`config.mk`:
```
export PLATFORM = sky130hd
export DESIGN_NAME = sfq_clocked_gate_n
export DESIGN_NICKNAME = d
export VERILOG_FILES = /design/src/rtl/sfq_clocked_gate_n.sv
export SDC_FILE = /design/constraint.sdc
export NUM_CORES = 1
export LEC_CHECK = 0
export BUFFER_PORTS_ARGS = -buffer_cell sky130_fd_sc_hd__buf_2
export CAP_MARGIN = 20
export CELL_PAD_IN_SITES_DETAIL_PLACEMENT = 0
export CELL_PAD_IN_SITES_GLOBAL_PLACEMENT = 2
export CORE_MARGIN = 8
export CORE_UTILIZATION = 35
export DETAILED_ROUTE_END_ITERATION = 8
export PLACE_DENSITY = 0.79
export SLEW_MARGIN = 20
export SYNTH_ARGS = -nofsm -noshare
export SYNTH_HDL_FRONTEND = slang
export SYNTH_SLANG_ARGS = --single-unit
```
`constraint.sdc`:
```
create_clock -name clk -period 2.3 [get_ports clk]
set_input_delay 0.23 -clock clk [delete_from_list [all_inputs] [get_ports clk]]
set_output_delay 0.23 -clock clk [all_outputs]
set_load 0.02 [all_outputs]
```
`src/rtl/sfq_clocked_gate_n.sv`:
```
// Cycle-discretised N-input clocked SFQ gate: toggle-coded pulses on din/gclk,
// selectable AND/OR/XOR/NAND evaluation, DELAY-tick output pipeline, timing flags.
module sfq_clocked_gate_n #(
  parameter int N_IN    = 2,
  parameter int MODE    = 0,
  parameter int DELAY   = 9,
  parameter int SETUP   = 3,
  parameter int HOLD    = 1,
  parameter int STARTUP = 4
) (
  input  logic            clk,
  input  logic            rst_n,
  input  logic [N_IN-1:0] din,
  input  logic            gclk,
  output logic            dout,
  output logic [N_IN-1:0] arrived,
  output logic            err_timing,
  output logic            err_dup,
  output logic [15:0]     err_count
);

  localparam logic [4:0]  SETUP_V   = 5'(SETUP);
  localparam logic [4:0]  SETUP_SAT = 5'(SETUP + 1);
  localparam logic [4:0]  HOLD_V    = 5'(HOLD);
  localparam logic [4:0]  HOLD_SAT  = 5'(HOLD + 1);
  localparam logic [15:0] STARTUP_V = 16'(STARTUP);

  function automatic logic eval_gate(input logic [N_IN-1:0] v);
    logic r;
    case (MODE)
      1:       r = |v;
      2:       r = ^v;
      3:       r = ~&v;
      default: r = &v;
    endcase
    return r;
  endfunction

  logic [N_IN-1:0]  din_q;
  logic             gclk_q;
  logic [15:0]      su_cnt;
  logic [4:0]       sc [N_IN];
  logic [4:0]       hc;
  logic [DELAY-1:0] fire_pipe;

  logic [N_IN-1:0]  pulse;
  logic             gpulse;
  logic             active;
  logic             setup_hit;
  logic             hold_hit;
  logic             timing_n;
  logic             dup_n;
  logic             fire_in;

  // Edge detect and violation classification for the current tick
  always_comb begin
    pulse     = din ^ din_q;
    gpulse    = gclk ^ gclk_q;
    active    = (su_cnt == 16'd0);
    setup_hit = |pulse;
    for (int i = 0; i < N_IN; i++) begin
      if (sc[i] <= SETUP_V) setup_hit = 1'b1;
    end
    hold_hit  = (|pulse) && !gpulse && (hc <= HOLD_V);
    timing_n  = active && ((gpulse && setup_hit) || hold_hit);
    dup_n     = active && !gpulse && (|(pulse & arrived));
    fire_in   = active && gpulse && eval_gate(arrived | pulse);
  end

  // State update, evaluation pipeline and output toggle
  always_ff @(posedge clk or negedge rst_n) begin
    if (!rst_n) begin
      din_q      <= '0;
      gclk_q     <= 1'b0;
      su_cnt     <= STARTUP_V;
      arrived    <= '0;
      err_timing <= 1'b0;
      err_dup    <= 1'b0;
      err_count  <= 16'd0;
      fire_pipe  <= '0;
      dout       <= 1'b0;
      hc         <= HOLD_SAT;
      for (int i = 0; i < N_IN; i++) sc[i] <= SETUP_SAT;
    end else begin
      din_q      <= din;
      gclk_q     <= gclk;
      err_timing <= timing_n;
      err_dup    <= dup_n;
      if ((timing_n || dup_n) && (err_count != 16'hFFFF))
        err_count <= err_count + 16'd1;
      fire_pipe[0] <= fire_in;
      for (int s = 1; s < DELAY; s++) fire_pipe[s] <= fire_pipe[s-1];
      dout <= dout ^ fire_pipe[DELAY-1];
      if (!active) begin
        su_cnt <= su_cnt - 16'd1;
      end else begin
        // Same-tick data pulses are consumed by the evaluation, not carried over
        if (gpulse) begin
          arrived <= '0;
          hc      <= 5'd1;
        end else begin
          arrived <= arrived | pulse;
          hc      <= (hc == HOLD_SAT) ? hc : hc + 5'd1;
        end
        for (int i = 0; i < N_IN; i++) begin
          if (pulse[i])
            sc[i] <= 5'd1;
          else if (sc[i] != SETUP_SAT)
            sc[i] <= sc[i] + 5'd1;
        end
      end
    end
  end

endmodule
```
==> flow_summary.toml <==
[pwr]
power_mw = 3.52
powerDensity_mw_per_mm2 = 936
leakagePower_nw = 1.78
ir_drop_mv = 0.420

[setup_path]
startpoint = "gclk_q"
cp.required_ns = 2.52
critical_path_class = "reg2reg"
worstPathArrival_ns = 2.38
cp-end-kind = "flip-flop"
r2r-start = "gclk_q"
cp_max_fo = 8
cp-start-kind = "flip-flop"

[place]
placed_cells = 426
pre_cts_ws_ns = 0.154
numPortBuffers = 25
dpl.hpwl_mm = 4.35
routabilityCongestion = 0.744

[min_path]
hp-start = "din[0]"
hold_path.class = "in2reg"

[routing]
top_layer = "met4"
met1_length_mm = 3.06
drt-initial-drc-count = 82
wl_per_cell_um = 13.9
viasPerCell = 4.94
first_pass_iters = 4
drt_wl_total_mm = 6.19
vias = 2199
wl_met3_um = 278
wl_met2_mm = 2.78
antenna_left = 0
post-route-drc-count = 0

[yosys]
yosys.area.top_type = "dfrtp_1"
synth-main-ff-cell = "dfrtp_1"
ys_seq_elements = 64
synth.area.top_cells = "dfrtp_1 (48%), xor2_1 (5.6%), ha_1 (4.0%), dfstp_2 (3.4%), nand2_1 (3.1%)"
ys_async_sr_fraction_pct = 100
ys.warnings.count = 0
synthTopCellsByCount = "dfrtp_1 (60), nand2_1 (26), xor2_1 (20)"
syn_nets = 297
synth_top_cell_area_share_pct = 48.4
synth-edff-count = 0
syn_inst = 282
yosysMostFrequentCell = "dfrtp_1"
syn_area_mm2 = 0.00310
ys_types = 47
yosysSeqAreaShare_pct = 51.8
avgSynthCellArea_um2 = 11.0

[cells_and_area]
multi_input_area_mm2 = 0.00142
nNetsFinal = 347
drive_gt1_share_pct = 25.5
instances_no_fill = 445
fillers = 862
n_antenna_cell = 0
syn_to_final_growth_pct = 21.1
seqCellArea_mm2 = 0.00161

[cts]
htreeDepth = 3
cts_tree = "yes"
clk_pin_slew_worst_paths_ns = 0.07
clk_latency_ns = 0.34
cts_root_buffer = "clkbuf_8"
cts_buffers = 9
clk_path_buf_depth = 2
cts.sinks = 64

[timing]
fin_skew_ns = 0.00714
finalSetupTns_ns = 0
setup_viol = 0
worst_slew_pin_slew_ns = 0.466
hold_violations = 0
fmax_mhz = 462
timing.final.crit_period_ns = 2.16
period_share_pct = 94.1
report.final.slew_viol_count = 0
rsz0062_at_grt = "no"
max_slew_margin_pct = 68.5
worst_slack_ns = 0.135

[status]
status = "finished, final reports clean"

[global_routing]
grt_antenna_before_repair = 0
grt-ovfl-total = 0
track_usage_pct = 11.3
grt_pass1_vias = 2204
grt_max_degree = 65
grt_pass1_wl_mm = 10.9

[job]
maxCapViolations = 0

[floorplanning]
die-area_mm2 = 0.0121
coreArea_mm2 = 0.00868
start_util_pct = 35.8
die_y_um = 110
rows = 34
die_w_um = 110
io_pins = 26
==> power breakdown <==
part           internal (mW)  total (mW)  switching [mW]
Clock                  0.721        1.18           0.457
Sequential              1.32        1.52           0.193
Combinational          0.360       0.825           0.465
Total                   2.40        3.52            1.11
==> cells by family after synthesis <==
family	Yosys count	synth area share, %
AND/OR/NAND/NOR	111	22.3
multiplexers	6	2.18
flip-flops	64	51.8
AO/OA/AOI/OAI	42	7.98
buffers and inverters	19	2.78
adder cells (fa/ha/maj)	10	4.03
XOR/XNOR	30	8.95
==> through the flow <==
step	hold slack (ns)	instance area [µm²]	utilization, %
6_report	0.0675	3760	43.3
5_1_grt	0.0368	3760	43.3
4_1_cts	0.00190	3730	42.9
3_3_place_gp	0.274	3470	40.0
2_1_floorplan	-0.0656	3100	-
3_5_place_dp	0.276	3470	40.0
==> cells in the final DEF (no fill, tap or decap), types with 3 or more instances in the layout <==
cell and instances:
xor2_1 20, nor3_1 16, xnor2_1 8, inv_1 14
bufinv_16 3, buf_2 25, nand2_1 26, ha_1 10
nor2_1 18, nand4_1 5, nand3_1 11, buf_4 15
nor4_2 5, clkbuf_8 9, dfstp_2 4, nor4_1 4
dfrtp_1 60, mux2_2 4, a21oi_1 14, nor4_4 3
o21ai_0 15
==> per-layer routing <==
layer	global-route usage, %	vias to the layer above
li1	-	1090
met2	16.8	33
met1	15.1	1068
met4	4.57	0
met5	0	-
met3	3.60	8
==> registers in the layout (all words and copies together) (netlist names) <==
name and cells:
err_timing 1, hc 5, err_dup 1, sc 10, gclk_q 1, din_q 2, arrived 2, err_count 16
dout 1, fire_pipe 9, su_cnt 16
==> critical path, stage by stage (launching register included) <==
cell and delay, ns:
dfrtp_1 0.42, xor2_2 0.21, nor4_1 0.28, o221a_2 0.27
nor2_2 0.03, buf_4 0.16, nor4_1 0.30, mux2_2 0.37
==> final timing paths <==
check,depth (start not counted),endpoint,slack (ns)
hold / removal,1,din_q[0],0.07
max in group asynchronous,3,hc[1],1.54
setup / recovery,7,err_count[14],0.14
setup reg to reg,7,err_count[14],0.14
min in group asynchronous,3,su_cnt[7],0.43
hold reg to reg,0,fire_pipe[1],0.35
==> repair_timing <==
action                                 4_1_cts  5_1_grt
setup buffers                                0        1
setup endpoints to repair                    0       13
hold buffers                                 1        1
gates resized for setup                      0        3
endpoints found under the hold margin       60        1
==> final cells by class <==
class	count	area share (%)
sequential	64	42.7
multi-input combinational	199	37.9
timing repair buffer	44	7.92
tap	108	3.60
clock buffer	9	3.30
clock inverter	7	3.16
inverter	14	1.40
(Power assumes the default switching activity.)
